## src/rtl/rgb_pkg.sv

```systemverilog
// Shared colour-index and mode definitions for the RGB select front-end and PWM stage.
package rgb_pkg;

  localparam logic [1:0] COLOR_VIOLET = 2'd0;
  localparam logic [1:0] COLOR_BLUE   = 2'd1;
  localparam logic [1:0] COLOR_GOLD   = 2'd2;
  localparam logic [1:0] COLOR_ORANGE = 2'd3;

  typedef enum logic {
    MODE_MANUAL = 1'b0,
    MODE_AUTO   = 1'b1
  } mode_t;

  // Colour stepping wraps 3 -> 0 in plain 2-bit arithmetic.
  function automatic logic [1:0] next_color(input logic [1:0] c);
    return c + 2'd1;
  endfunction

endpackage

```

## src/rtl/rgb_sel_ctrl_if.sv

```systemverilog
// Button inputs and colour-select outputs of rgb_sel_ctrl, grouped as one bundle.
interface rgb_sel_ctrl_if;
  import rgb_pkg::*;

  logic       btn_next;
  logic       btn_mode;
  logic [1:0] sel;
  logic       auto_mode;
  logic       sel_changed;

  modport master (output btn_next, btn_mode, input sel, auto_mode, sel_changed);
  modport slave  (input btn_next, btn_mode, output sel, auto_mode, sel_changed);

endinterface

```

## src/rtl/btn_debounce.sv

```systemverilog
// Raw button -> 2-flop synchroniser -> debouncer -> registered rising-edge press pulse.
module btn_debounce #(
  parameter int unsigned DEBOUNCE_CYCLES = 1_000_000
) (
  input  logic clk,
  input  logic rst,
  input  logic btn,
  output logic press
);

  localparam int unsigned CW = $clog2(DEBOUNCE_CYCLES + 1);
  localparam logic [CW-1:0] CNT_LAST = CW'(DEBOUNCE_CYCLES - 1);

  logic          sync1, sync2;
  logic          level, level_d;
  logic [CW-1:0] cnt;

  always_ff @(posedge clk or posedge rst) begin
    if (rst) begin
      sync1   <= 1'b0;
      sync2   <= 1'b0;
      level   <= 1'b0;
      level_d <= 1'b0;
      press   <= 1'b0;
      cnt     <= '0;
    end else begin
      sync1   <= btn;
      sync2   <= sync1;
      level_d <= level;
      press   <= level & ~level_d;
      if (sync2 == level) begin
        cnt <= '0;
      end else if (cnt == CNT_LAST) begin
        level <= ~level;
        cnt   <= '0;
      end else begin
        cnt <= cnt + CW'(1);
      end
    end
  end

endmodule

```

## src/rtl/rgb_sel_ctrl.sv

```systemverilog
// Button-driven colour select with MANUAL/AUTO mode FSM.
// AUTO mode, dwell counter and the btn_mode chain exist only when RGB_SEL_AUTO_EN is defined.
module rgb_sel_ctrl
  import rgb_pkg::*;
#(
  parameter int unsigned DEBOUNCE_CYCLES = 1_000_000,
  parameter int unsigned DWELL_CYCLES    = 100_000_000
) (
  input logic          clk,
  input logic          rst,
  rgb_sel_ctrl_if.slave bus
);

  if (DEBOUNCE_CYCLES < 1 || DWELL_CYCLES < 2) begin : g_param_check
    $error("rgb_sel_ctrl: DEBOUNCE_CYCLES must be >= 1 and DWELL_CYCLES >= 2");
  end

  logic       next_press;
  logic [1:0] sel, sel_n;
  logic       sel_changed;

  btn_debounce #(.DEBOUNCE_CYCLES(DEBOUNCE_CYCLES)) u_next (
    .clk   (clk),
    .rst   (rst),
    .btn   (bus.btn_next),
    .press (next_press)
  );

`ifdef RGB_SEL_AUTO_EN
  localparam int unsigned DW = $clog2(DWELL_CYCLES);
  localparam logic [DW-1:0] DWELL_LAST = DW'(DWELL_CYCLES - 1);

  logic          mode_press;
  mode_t         state, state_n;
  logic [DW-1:0] dwell, dwell_n;

  btn_debounce #(.DEBOUNCE_CYCLES(DEBOUNCE_CYCLES)) u_mode (
    .clk   (clk),
    .rst   (rst),
    .btn   (bus.btn_mode),
    .press (mode_press)
  );

  always_ff @(posedge clk or posedge rst) begin
    if (rst) begin
      state <= MODE_MANUAL;
      dwell <= '0;
    end else begin
      state <= state_n;
      dwell <= dwell_n;
    end
  end

  // Mode press outranks both next press and dwell expiry; dwell stays cleared outside AUTO.
  always_comb begin
    state_n = state;
    sel_n   = sel;
    dwell_n = '0;
    case (state)
      MODE_MANUAL: begin
        if (mode_press)      state_n = MODE_AUTO;
        else if (next_press) sel_n   = next_color(sel);
      end
      MODE_AUTO: begin
        if (mode_press)                              state_n = MODE_MANUAL;
        else if (next_press || dwell == DWELL_LAST)  sel_n   = next_color(sel);
        else                                         dwell_n = dwell + DW'(1);
      end
      default: state_n = MODE_MANUAL;
    endcase
  end

  assign bus.auto_mode = (state == MODE_AUTO);
`else
  always_comb begin
    sel_n = sel;
    if (next_press) sel_n = next_color(sel);
  end

  assign bus.auto_mode = 1'b0;
`endif

  always_ff @(posedge clk or posedge rst) begin
    if (rst) begin
      sel         <= COLOR_VIOLET;
      sel_changed <= 1'b0;
    end else begin
      sel         <= sel_n;
      sel_changed <= (sel_n != sel);
    end
  end

  assign bus.sel         = sel;
  assign bus.sel_changed = sel_changed;

endmodule

```

## src/flat_wrapper.sv

```systemverilog
// flat-port wrapper written by rule: the top's interface ports become plain ports
module rgb_sel_ctrl_flat import rgb_pkg::*;
#(
  parameter int unsigned DEBOUNCE_CYCLES = 1_000_000,
  parameter int unsigned DWELL_CYCLES    = 100_000_000
)
  (clk, rst, bus_btn_next, bus_btn_mode, bus_sel, bus_auto_mode, bus_sel_changed);
  rgb_sel_ctrl_if bus_i ();
  input logic clk;
  input logic rst;
  input wire logic [$bits(bus_i.btn_next)-1:0] bus_btn_next;
  input wire logic [$bits(bus_i.btn_mode)-1:0] bus_btn_mode;
  output wire logic [$bits(bus_i.sel)-1:0] bus_sel;
  output wire logic [$bits(bus_i.auto_mode)-1:0] bus_auto_mode;
  output wire logic [$bits(bus_i.sel_changed)-1:0] bus_sel_changed;
  assign bus_i.btn_next = bus_btn_next;
  assign bus_i.btn_mode = bus_btn_mode;
  assign bus_sel = bus_i.sel;
  assign bus_auto_mode = bus_i.auto_mode;
  assign bus_sel_changed = bus_i.sel_changed;
  rgb_sel_ctrl #(.DEBOUNCE_CYCLES(DEBOUNCE_CYCLES), .DWELL_CYCLES(DWELL_CYCLES)) u_core (.clk(clk), .rst(rst), .bus(bus_i));
endmodule
```

## config.mk

```make
export PLATFORM = sky130hd
export DESIGN_NAME = rgb_sel_ctrl_flat
export DESIGN_NICKNAME = d
export VERILOG_FILES = /design/src/rtl/rgb_pkg.sv /design/src/rtl/rgb_sel_ctrl_if.sv /design/src/rtl/btn_debounce.sv /design/src/rtl/rgb_sel_ctrl.sv /design/src/flat_wrapper.sv
export SDC_FILE = /design/constraint.sdc
export NUM_CORES = 1
export LEC_CHECK = 0
export ABC_CLOCK_PERIOD_IN_PS = 2800
export CORE_MARGIN = 4
export CORE_UTILIZATION = 44
export CTS_CLUSTER_DIAMETER = 200
export CTS_CLUSTER_SIZE = 25
export DETAILED_ROUTE_END_ITERATION = 16
export MAX_ROUTING_LAYER = met4
export PLACE_DENSITY = 0.73
export REMOVE_ABC_BUFFERS = 1
export SETUP_SLACK_MARGIN = 0.4
export SLEW_MARGIN = 20
export SYNTH_ARGS = -nofsm -noshare
export SYNTH_HDL_FRONTEND = slang
export SYNTH_SLANG_ARGS = --single-unit
export TNS_END_PERCENT = 30
```

## constraint.sdc

```tcl
create_clock -name clk -period 2.8 [get_ports clk]
set_input_delay 0.28 -clock clk [delete_from_list [all_inputs] [get_ports clk]]
set_output_delay 0.28 -clock clk [all_outputs]
set_load 0.005 [all_outputs]
```

# Word-level counts from Yosys, hierarchy flattened
# Cells that the tools add are included.
[word_totals] inputBits=4 out_inout_bits=4 word_cells=21 register_bits=28
[classes] muxes=3 n_bitwise=4 n_eq_ne=3 n_reduce_logical=1 n_addsub=2
[op_table] cell="20-bit two-way mux" count=2
[op_table] cell="20-bit by 1-bit adder with 20-bit output, second input constant" count=1
[op_table] cell="20-bit equality test, second input constant" count=1
[op_table] cell="1-bit NOT" count=3
[op_table] cell="2-bit by 1-bit adder with 2-bit output, second input constant" count=1
[op_table] cell="2-bit two-way mux" count=1
[op_table] cell="2-bit != test" count=1
[op_table] cell="2-bit AND reduction" count=1
[op_table] cell="1-bit AND" count=1
[op_table] cell="1-bit equality test" count=1

# Logic depth before layout (Yosys ltp)
# Gate-level depths: netlist of run 1.
[depth] depth_word=3 ltp_mapped=6 mapped_depth_nobuf=5

# Cells and area by module
# A second synthesis of run 1 with hierarchy kept.
[hier_totals] hier_cells=122 hier_area_um2=1336.3
[modules_own_cells] mod="btn_debounce" area_per_inst_um2=1206.2 seq_area_each_um2=625.6 n_inst=1 cells_each=111
[modules_own_cells] mod="rgb_sel_ctrl" area_per_inst_um2=130.1 seq_area_each_um2=75.1 n_inst=1 cells_each=11

# Worst setup path after synthesis of run 1
# OpenSTA, ideal clock, no wires.
[synth_timing] path_kind="register to register" startpoint="reg u_core.u_next.cnt[16]" endpoint="reg u_core.u_next.cnt[10]" synth_period_minus_slack_ns=1.747 setup_ns=0.119 setup_slack_ns=1.053 stages_incl_launch_ff=6 required_ns=2.681 path_buffers=1 arrival_time_ns=1.628 cell_sequence="dfrtp_1 nand3_1 or4b_4 o31ai_4 buf_6 nor2_1"
[synth_via] elab_chain_cells=3
[synth_rtl] element="start, declared" line_no="btn_debounce.sv:16" rtl="logic [CW-1:0] cnt;"
[synth_rtl] element="start signal, assigned" line_no="btn_debounce.sv:37" rtl="cnt <= cnt + CW'(1);"
[synth_rtl] element="20-bit equality test" line_no="btn_debounce.sv:33" rtl="end else if (cnt == CNT_LAST) begin"
[synth_rtl] element="20-bit two-way mux" line_no="btn_debounce.sv:33"
[synth_rtl] element="20-bit two-way mux" line_no="btn_debounce.sv:31" rtl="if (sync2 == level) begin"
# No other way between the ends.
# A chain may end at the register's enable or synchronous reset.

# Final worst setup path of run 1
# Ends and elaborated chain as after synthesis.

==> results of run 1 <==
[worst min path at each step]
stage | start | to | depth (start not counted)
final | rst | u_core.u_next.cnt[2] | 2
after global routing | rst | u_core.u_next.cnt[2] | 2
after CTS | rst | u_core.u_next.cnt[2] | 2
after detailed placement | u_core.u_next.sync1 | u_core.u_next.sync2 | 0
after global placement | u_core.u_next.sync1 | u_core.u_next.sync2 | 0
after floorplan | bus_btn_next | u_core.u_next.sync1 | 0
[report_power, final]
| part | leakage [nW] | switching [mW] | total (mW) | internal, mW |
|---|---|---|---|---|
| Clock | 0.0279 | 0.117 | 0.261 | 0.145 |
| Combinational | 0.181 | 0.0163 | 0.0244 | 0.00817 |
| Sequential | 0.384 | 0.00404 | 0.413 | 0.409 |
| Total | 0.593 | 0.137 | 0.699 | 0.562 |
[placed cells by master, fill, tap and decap left out, types with 3 or more instances in the layout]
| cell type | count |
|---|---|
| nor4_1 | 5 |
| nor3_1 | 3 |
| clkdlybuf4s50_1 | 5 |
| nand4_1 | 4 |
| nor2_1 | 21 |
| xnor2_1 | 15 |
| clkbuf_4 | 3 |
| dfrtp_1 | 28 |
| xor2_1 | 3 |
| inv_1 | 5 |
| nand3_1 | 8 |
| nand2_1 | 4 |
[cells by family (layout without fill, tap and decap cells)]
| kind of cell | count (synthesis) | in the layout |
|---|---|---|
| AND/OR/NAND/NOR | 56 | 56 |
| flip-flops | 28 | 28 |
| XOR/XNOR | 18 | 18 |
| buffers and inverters | 7 | 15 |
| AO/OA/AOI/OAI | 6 | 6 |
| adder cells (fa/ha/maj) | 2 | 2 |
| multiplexers | 2 | 2 |
| other | 1 | 1 |
[flip-flops by register name, indices dropped and copies added (netlist names), named ones only]
| signal | cells |
|---|---|
| u_core.u_next.sync2 | 1 |
| u_core.u_next.level_d | 1 |
| u_core.u_next.sync1 | 1 |
| u_core.bus.sel_changed | 1 |
| u_core.u_next.press | 1 |
| u_core.bus.sel | 1 |
| u_core.u_next.level | 1 |
| u_core.u_next.cnt | 20 |
[cell type report]
class                      count  area [um^2]
clock inverter                 1         30.0
clock buffer                   3         22.5
tap                           31         38.8
sequential                    28          701
timing repair buffer           6         57.6
multi-input combinational     85          582
inverter                       5         18.8
fill                         259         1360
[layer usage]
metal | up-vias | GRT usage (%) | share of wire, %
li1 | 430 | - | -
met1 | 428 | 15.3 | 47
met2 | 12 | 22.1 | 50
met3 | 4 | 1.62 | 2.0
met4 | 0 | 4.13 | 1.0
met5 | - | - | 0
[worst max-delay path: cells and delay by family, from the launching register on]
kind             cells  cell delay, ns
AND/OR/NAND/NOR      3            0.85
flip-flops           1            0.46
AO/OA/AOI/OAI        1            0.66
[metrics by stage]
step | instances | util (%) | hold slack, ns
2_1_floorplan | 118 | - | 0.311
3_3_place_gp | 155 | 49.8 | 0.336
3_5_place_dp | 155 | 49.8 | 0.346
4_1_cts | 159 | 51.7 | 0.221
5_1_grt | 159 | 51.7 | 0.249
6_report | 159 | 51.7 | 0.214
==> results.md, run 1 <==
* Num Clock Sinks at 28
* Yosys top cell area share at 53.1%
* TritonCTS Buffers at 3
* Wirelength, routed at 2240 um
* CTS tree: done
* Total power at 0.699 mW
* Worst-Margin Slew at 0.784 ns
* Critical path launch point type: flip-flop
* Final hold viol count at 0
* Hold-fix buffers, CTS at 0
* Die Y-Extent at 62.8 um
* Post-DR vias/cell at 5.50
* Largest net degree at the start of global routing at 20
* ANT cells at 0
* Synth-to-layout area growth at 9.86%
* Rows at 19
* Post-Synth Adder-Cell Area at 1.90%
* Fin crit period at 2.09 ns
* Dpl cell area at 1400 um^2
* Largest family of logic cells by synthesized area: simple AND/OR/NAND/NOR gates
* First-pass GRT wire length at 4020 um
* Crit path from: u_core.u_next.cnt[16]
* # DRC at 0
* Clock insertion delay at the later pin of the skew report at 0.33 ns
* Initial DRC count at 11
* Mux share of post-synthesis cell area at 1.61%
* CP endpoint: u_core.u_next.cnt[10]
* Syn Area/Cell at 11.0 um^2
* Clk slew on worst S/H paths at 0.15 ns
* Cells after Synth at 120
* Max VDD drop at 0.349 mV
* Top post-synthesis cells by count: dfrtp_1, nor2_1, xnor2_1, nand3_1
* Dpl hpwl at 1630 um
* Fraction of layout cells with a size suffix above 1 at 10.2%
* Post-Synth XOR/XNOR Area at 11.9%
* Post-CTS sizing at 0
* Initial DRT Pass Iterations at 4
* Final net count at 135
* Max-slew headroom at 47.8%
* Final setup vio count at 0
* Reg2reg end: u_core.u_next.cnt[10]
* Critical Path Sink Type: flip-flop
* Tcrit/Tclk final at 74.7%
* Avg WL per Cell at 14.1 um
* Async set-or-reset flop fraction in the synthesized netlist at 100%
* Static Leak at 0.593 nW
* Unrepaired setup endpoints after global routing: no
* Synthesis-stage register bit count at 28
* Hold Crit Class: input pin to asynchronous set/reset pin
* Sequential share of the synthesized area at 53.1%
* Crit Path Category: flip-flop to flip-flop
* Most used DFF post-synth: dfrtp_1
* Max-cap violations at 0
* Synth top area cells: dfrtp_1, xnor2_1, nor2_1
* Crit-path cells: nand3_1 > or4b_4 > o31ai_4 > nor2_1
* Synth Area in Compound Gates at 3.98%
* CTS Root Cell: clkbuf_4
* Cell taking the most area after synthesis: dfrtp_1
* Synth Cell Area at 1320 um^2
* Max Slew Vio Count at 0
* Ys Warns at 0
* Post-Route Skew at 0.0127 ns
* Post-CTS setup buffer count at 0
* Die area at 3940 um^2
* FMAX at 0.478 GHz
* Die Width at 62.8 um
* CTS Buffer Depth at 2
* Vias in the first global route at 920
* Final ANT Viol Nets at 0
* Critical path's largest stage delay at 0.66 ns
* Flop2flop setup slack at 0.71 ns
* Port bufs at 5
* Congestion Overflow GR at 0
* GRT Overall Usage at 12.7%
* Htree depth at 1
* Number of vias in the routed layout at 874
* CP max-delay cell: o31ai_4
* Power per cell area at 482 nW/um^2
* Reg2Reg Launch Point: u_core.u_next.cnt[16]
* Final instance area at 1450 um^2
* Place WS at 0.702 ns
* Worst Path Max Fanout at 19
* TNS Setup at 0 ns
* Initial antenna violation count at 0
* Total core area at 2810 um^2
* Initial Utilization at 47.1%
* Top-count cell post-synth: dfrtp_1
* Final GP Congestion at 0.825
* Top Ports at 8
* Crit path required time at 2.99 ns
* Number of enable flip-flop cells after synthesis at 0
* Cell variety after synth at 31
* Status: finished, final reports clean
* Slack of the critical path at 0.708 ns
* Crit path arrival time at 2.28 ns
* Depth of the worst register-to-register path at 4
* Synth Area in Simple Gates at 24.4%
Note: power is estimated with default switching activity, not from simulation.
==> run 2, diff against run 1 <==
--- a/config.mk
+++ b/config.mk
@@ -5,14 +5,14 @@
 export SDC_FILE = /design/constraint.sdc
 export NUM_CORES = 1
 export LEC_CHECK = 0
-export ABC_CLOCK_PERIOD_IN_PS = 2800
+export ABC_CLOCK_PERIOD_IN_PS = 1800
 export CORE_MARGIN = 4
 export CORE_UTILIZATION = 44
 export CTS_CLUSTER_DIAMETER = 200
 export CTS_CLUSTER_SIZE = 25
 export DETAILED_ROUTE_END_ITERATION = 16
 export MAX_ROUTING_LAYER = met4
-export PLACE_DENSITY = 0.73
+export PLACE_DENSITY = 0.75
 export REMOVE_ABC_BUFFERS = 1
 export SETUP_SLACK_MARGIN = 0.4
 export SLEW_MARGIN = 20
==> constraint.sdc (replaced) <==
create_clock -name clk -period 1.8 [get_ports clk]
set_input_delay 0.18 -clock clk [delete_from_list [all_inputs] [get_ports clk]]
set_output_delay 0.18 -clock clk [all_outputs]
set_load 0.005 [all_outputs]
==> results.md, run 2 (synthesized netlist as in run 1, its figures left out) <==
* Status: finished, final reports clean
* Dpl hpwl at 1760 um (+8.0%)
* Tcrit/Tclk final at 94.3% (+20 points)
* TritonCTS Buffers at 3 (unchanged)
* Crit path from: u_core.u_next.cnt[15]
* Dpl cell area at 1510 um^2 (+8.1%)
* Vias in the first global route at 1060 (+15%)
* Initial DRT Pass Iterations at 4 (unchanged)
* Synth-to-layout area growth at 29.5%
* Clock insertion delay at the later pin of the skew report at 0.32 ns (about the same)
* Critical path's largest stage delay at 0.43 ns (-0.23 ns)
* WHS at 0.201 ns (-0.0132 ns)
* Static Leak at 0.736 nW (+24%)
* Crit-path cells: nor4_2 > nand4_1 > buf_4 > o31ai_4 > buf_6 > buf_6 > nor2_1
* Power per cell area at 557 nW/um^2 (+16%)
* Unrepaired setup endpoints after global routing: yes
* Rows at 19 (unchanged)
* Most frequent cells in the layout: dfrtp_1, buf_4, nor2_1, xnor2_1, nand3_1
* Reg2Reg Launch Point: u_core.u_next.cnt[15]
* Post-Route Skew at 0.00478 ns (-0.00795 ns)
* Worst path most repeated cell: buf_6
* Num Clock Sinks at 28 (unchanged)
* Initial Utilization at 47.1% (unchanged)
* Most flops, register: u_core.u_next.cnt
* Top Ports at 8 (unchanged)
* TNS Setup at 0 ns (unchanged)
* Port bufs at 5 (unchanged)
* Worst Path Max Fanout at 8 (-11)
* Max-cap violations at 0 (unchanged)
* Crit-path leading delay family: simple AND/OR/NAND/NOR gates
* Avg WL per Cell at 15.8 um (+12%)
* Die Y-Extent at 62.8 um (unchanged)
* FMAX at 0.589 GHz (+23%)
* Crit path required time at 2.03 ns (-0.96 ns)
* Max VDD drop at 0.469 mV (+35%)
* Post-DR vias/cell at 5.38 (-2.1%)
* Reg2reg end: u_core.u_next.cnt[2]
* Final GP Congestion at 0.874 (+6.0%)
* Max Slew Vio Count at 0 (unchanged)
* CTS Root Cell: clkbuf_4
* Wirelength, routed at 2900 um (+29%)
* Final hold viol count at 0 (unchanged)
* GRT Overall Usage at 16.5% (+3.7 points)
* Hold Crit Class: input pin to asynchronous set/reset pin
* Critical path launch point type: flip-flop
* Number of vias in the routed layout at 990 (+13%)
* Critical Path Sink Type: flip-flop
* Die Width at 62.8 um (unchanged)
* First-pass GRT wire length at 4950 um (+23%)
* Fraction of layout cells with a size suffix above 1 at 34.6% (+24 points)
* Total core area at 2810 um^2 (unchanged)
* Htree depth at 1 (unchanged)
* Initial DRC count at 18 (+7)
* Congestion Overflow GR at 0 (unchanged)
* Largest net degree at the start of global routing at 29 (+45%)
* ANT cells at 0 (unchanged)
* Most common cell after layout, fill and taps aside: dfrtp_1
* Initial antenna violation count at 0 (unchanged)
* Depth of the worst register-to-register path at 7 (+3)
* Final instance area at 1710 um^2 (+18%)
* # DRC at 0 (unchanged)
* Largest register FFs at 20 (unchanged)
* Worst Path Buf+Inv at 3 (+3)
* Total power at 0.952 mW (+36%)
* Die area at 3940 um^2 (unchanged)
* Final setup vio count at 0 (unchanged)
* CTS tree: done
* Crit path arrival time at 1.93 ns (-0.35 ns)
* CTS Buffer Depth at 2 (unchanged)
* Final ANT Viol Nets at 0 (unchanged)
* CP max-delay cell: dfrtp_1
* Flop2flop setup slack at 0.10 ns (-0.61 ns)
* Final net count at 161 (+19%)
* Clk slew on worst S/H paths at 0.14 ns (about the same)
* Crit Path Category: flip-flop to flip-flop
* Fin crit period at 1.70 ns (-0.394 ns)
[run 2: cell types whose count changed in the layout (fill, tap and decap cells not counted), moves of 2 or more]
cell     change
nor4_2       +2
dfrtp_2      +5
buf_6        +4
buf_4       +21
nor4_1       -3
dfrtp_1      -5
[run 2: how the worst max path moves through the flow]
stage / end / slack (ns) / cells past startpoint
floorplan: u_core.u_next.cnt[10] / 0.02 / 4
global route: u_core.u_next.cnt[18] / 0.02 / 5
global placement: u_core.u_next.level / 0.07 / 4
finish: u_core.u_next.cnt[2] / 0.10 / 7
detailed placement: u_core.u_next.level / 0.009 / 5
CTS: u_core.u_next.level / 0.13 / 5
[run 2: repair_timing]
| action | 4_1_cts | 5_1_grt |
|---|---|---|
| endpoints found under the setup margin | 23 | 24 |
| hold buffers | 0 | 0 |
| resized for setup | 11 | 12 |
| cloned | 0 | 1 |
| pin swaps | 3 | 3 |
| setup buffers | 8 | 2 |
[run 2: final cells by class]
class / count / area (um^2)
fillers: 232 / 1100
flip-flops and latches: 28 / 707
inverters: 5 / 18.8
clock buffers: 3 / 22.5
well taps: 31 / 38.8
repair buffers: 32 / 265
multi-input cells: 85 / 657
[run 2: report_power, final]
part | switching [mW] | internal [mW] | total, mW
Sequential | 0.00685 | 0.637 | 0.644
Combinational | 0.0301 | 0.0246 | 0.0547
Clock | 0.175 | 0.0785 | 0.254
Total | 0.212 | 0.740 | 0.952
[run 2: per-stage QoR]
stage	cells	setup slack [ns]	utilization, %
after floorplan	118	0.0210	-
after global placement	170	0.0684	53.8
after detailed placement	170	0.00945	53.8
after CTS	181	0.127	58.2
after global routing	184	0.0164	60.9
final	184	0.102	60.9
[run 2: worst register-to-register path: stages, from the launching register on]
cell and delay, ns:
dfrtp_1 0.43, nor4_2 0.27, nand4_1 0.18, buf_4 0.19
o31ai_4 0.24, buf_6 0.14, buf_6 0.11, nor2_1 0.05
[run 2: routing by layer]
layer	global-route usage (%)	wire, um	up-vias
li1	-	-	476
met1	17.3	1160	489
met2	30.0	1610	17
met3	2.16	66	8
met4	8.54	73	0
met5	-	0	-
==> run 3, diff against run 2 <==
--- a/config.mk
+++ b/config.mk
@@ -5,14 +5,16 @@
 export SDC_FILE = /design/constraint.sdc
 export NUM_CORES = 1
 export LEC_CHECK = 0
-export ABC_CLOCK_PERIOD_IN_PS = 1800
+export ABC_CLOCK_PERIOD_IN_PS = 2100
 export CORE_MARGIN = 4
 export CORE_UTILIZATION = 44
 export CTS_CLUSTER_DIAMETER = 200
 export CTS_CLUSTER_SIZE = 25
 export DETAILED_ROUTE_END_ITERATION = 16
+export GPL_TIMING_DRIVEN = 0
 export MAX_ROUTING_LAYER = met4
-export PLACE_DENSITY = 0.75
+export PLACE_DENSITY = 0.73
+export RECOVER_POWER = 50
 export REMOVE_ABC_BUFFERS = 1
 export SETUP_SLACK_MARGIN = 0.4
 export SLEW_MARGIN = 20
==> constraint.sdc (replaced) <==
create_clock -name clk -period 2.1 [get_ports clk]
set_input_delay 0.21 -clock clk [delete_from_list [all_inputs] [get_ports clk]]
set_output_delay 0.21 -clock clk [all_outputs]
set_load 0.005 [all_outputs]
==> results.md, run 3 (synthesized netlist as in run 1, its figures left out) <==
* Status: finished, final reports clean
* Power per cell area at 531 nW/um^2 (-4.7%)
* Fillers at 199 (-14%)
* Synth-to-layout area growth at 37.0%
* Critical Path Sink Type: flip-flop
* Avg WL per Cell at 17.0 um (+7.7%)
* Clk slew on worst S/H paths at 0.15 ns (about the same)
* Post-DR vias/cell at 5.62 (+4.4%)
* Crit path from: u_core.u_next.cnt[15]
* CTS Buffer Depth at 2 (unchanged)
* Port bufs at 5 (unchanged)
* Most common cell after layout, fill and taps aside: buf_4
* Final net count at 167 (+3.7%)
* Die Y-Extent at 62.8 um (unchanged)
* Hold wc startpoint: u_core.u_next.sync1
* Crit path arrival time at 2.01 ns (+0.08 ns)
* Final setup vio count at 0 (unchanged)
* Crit path required time at 2.33 ns (+0.30 ns)
* Final hold viol count at 0 (unchanged)
* Most frequent cells in the layout: buf_4, nor2_1, dfrtp_1, xnor2_1, dfrtp_2
* Initial Utilization at 47.1% (unchanged)
* Worst-Margin Slew at 1.09 ns
* Hold Crit Class: flip-flop to flip-flop
* Fraction of layout cells with a size suffix above 1 at 37.5% (+2.9 points)
* Htree depth at 1 (unchanged)
* Reg2reg end: u_core.u_next.cnt[7]
* Total core area at 2810 um^2 (unchanged)
* Worst Hold End: u_core.u_next.sync2
* Crit Path Category: flip-flop to flip-flop
* Unrepaired setup endpoints after global routing: yes
* Initial DRC count at 52 (+34)
* Clock insertion delay at the later pin of the skew report at 0.33 ns (about the same)
* Combined area of the multi-input logic cells at 658 um^2 (+0.19%)
* Rows at 19 (unchanged)
* Die area at 3940 um^2 (unchanged)
* Place WS at 0.0239 ns (+0.0145 ns)
* Largest net degree at the start of global routing at 29 (unchanged)
* Initial antenna violation count at 0 (unchanged)
* Final ANT Viol Nets at 0 (unchanged)
* Fin crit period at 1.78 ns (+0.0841 ns)
* Initial DRT Pass Iterations at 4 (unchanged)
* Critical path launch point type: flip-flop
* Max VDD drop at 0.402 mV (-14%)
* Depth of the worst register-to-register path at 7 (unchanged)
* Number of vias in the routed layout at 1073 (+8.4%)
* Flop2flop setup slack at 0.32 ns (+0.22 ns)
* Num Clock Sinks at 28 (unchanged)
* Max-cap violations at 0 (unchanged)
* TritonCTS Buffers at 3 (unchanged)
* Reg2Reg Launch Point: u_core.u_next.cnt[15]
* Final GP Congestion at 0.788 (-9.8%)
* Dpl hpwl at 1540 um (-13%)
* TNS Setup at 0 ns (unchanged)
* Post-Route Skew at 0.00778 ns (+0.00300 ns)
* ANT cells at 0 (unchanged)
* Most flops, register: u_core.u_next.cnt
* Hold-fix buffers, CTS at 0 (unchanged)
* Vias in the first global route at 1015 (-4.2%)
* Max-slew headroom at 27.4%
* Die Width at 62.8 um (unchanged)
* Tcrit/Tclk final at 84.9% (-9.5 points)
* Hold path cells at 0
* Total area of sequential cells at 709 um^2 (+0.35%)
* Congestion Overflow GR at 0 (unchanged)
* # DRC at 0 (unchanged)
* FMAX at 0.561 GHz (-4.7%)
* CTS Root Cell: clkbuf_4
* Slack of the critical path at 0.318 ns (+0.216 ns)
* Max Slew Vio Count at 0 (unchanged)
* Top Ports at 8 (unchanged)
* CTS tree: done
* GRT Overall Usage at 14.3% (-2.1 points)
* Static Leak at 0.799 nW (+8.6%)
* First-pass GRT wire length at 4430 um (-11%)
* Largest register FFs at 20 (unchanged)
* Worst Path Max Fanout at 8 (unchanged)
* Wirelength, routed at 3250 um (+12%)
run 3: cell count changes in the layout (fill, tap and decap cells not counted), sizes merged:
cell	before	now
dlygate4sd3	0	2
buf	27	33
bufinv	0	1
clkdlybuf4s50	5	3
run 3: cell type report:
cell class              instances  share of cell area, %
clock buffers                   3                   1.25
clock inverters                 1                   1.66
inverters                       5                   1.04
multi-input cells              85                   36.4
flip-flops and latches         28                   39.2
well taps                      31                   2.15
repair buffers                 38                   18.3
run 3: critical path, cell delays in order (launching register included):
cell and delay [ns]:
dfrtp_2 0.49, nor4_4 0.31, nand4_1 0.12, buf_4 0.17, o31ai_4 0.25, buf_4 0.17
buf_16 0.12, nor2_1 0.05
run 3: per-stage QoR:
stage,hold slack (ns),cell area (um^2),total power [mW],utilization (%),std cells
after floorplan,0.241,1300,0.583,-,118
after global placement,0.334,1390,0.592,49.6,154
after detailed placement,0.336,1390,0.595,49.6,154
after CTS,0.301,1600,0.958,57.0,169
after global routing,0.382,1810,0.993,64.5,191
final,0.367,1810,0.960,64.5,191
run 3: how the worst max path moves through the flow:
stage,endpoint,slack [ns]
after floorplan,u_core.u_next.cnt[10],0.32
after global placement,u_core.u_next.cnt[13],0.09
after detailed placement,u_core.u_next.cnt[8],0.02
after CTS,u_core.u_next.cnt[17],0.29
after global routing,u_core.u_next.cnt[7],0.25
final,u_core.u_next.cnt[7],0.32
run 3: metal layers:
metal	vias to the layer above	GRT usage [%]	share of wire, %
met3	9	1.80	3.6
met4	0	6.61	2.3
met1	524	17.1	38
met2	43	24.2	56
li1	497	-	-
met5	-	-	0
run 3: power breakdown:
| part | internal (mW) | total, mW | leakage, nW | switching, mW |
|---|---|---|---|---|
| Clock | 0.193 | 0.354 | 0.0279 | 0.161 |
| Combinational | 0.0241 | 0.0514 | 0.398 | 0.0274 |
| Sequential | 0.546 | 0.554 | 0.373 | 0.00774 |
| Total | 0.764 | 0.960 | 0.799 | 0.196 |
run 3: timing repair:
| action | CTS | global route |
|---|---|---|
| setup buffers | 10 | 22 |
| endpoints found under the hold margin | 0 | 0 |
| gates resized for setup | 8 | 13 |
| pin swaps | 6 | 10 |
| cloned | 1 | 0 |
| setup endpoints to repair | 21 | 21 |
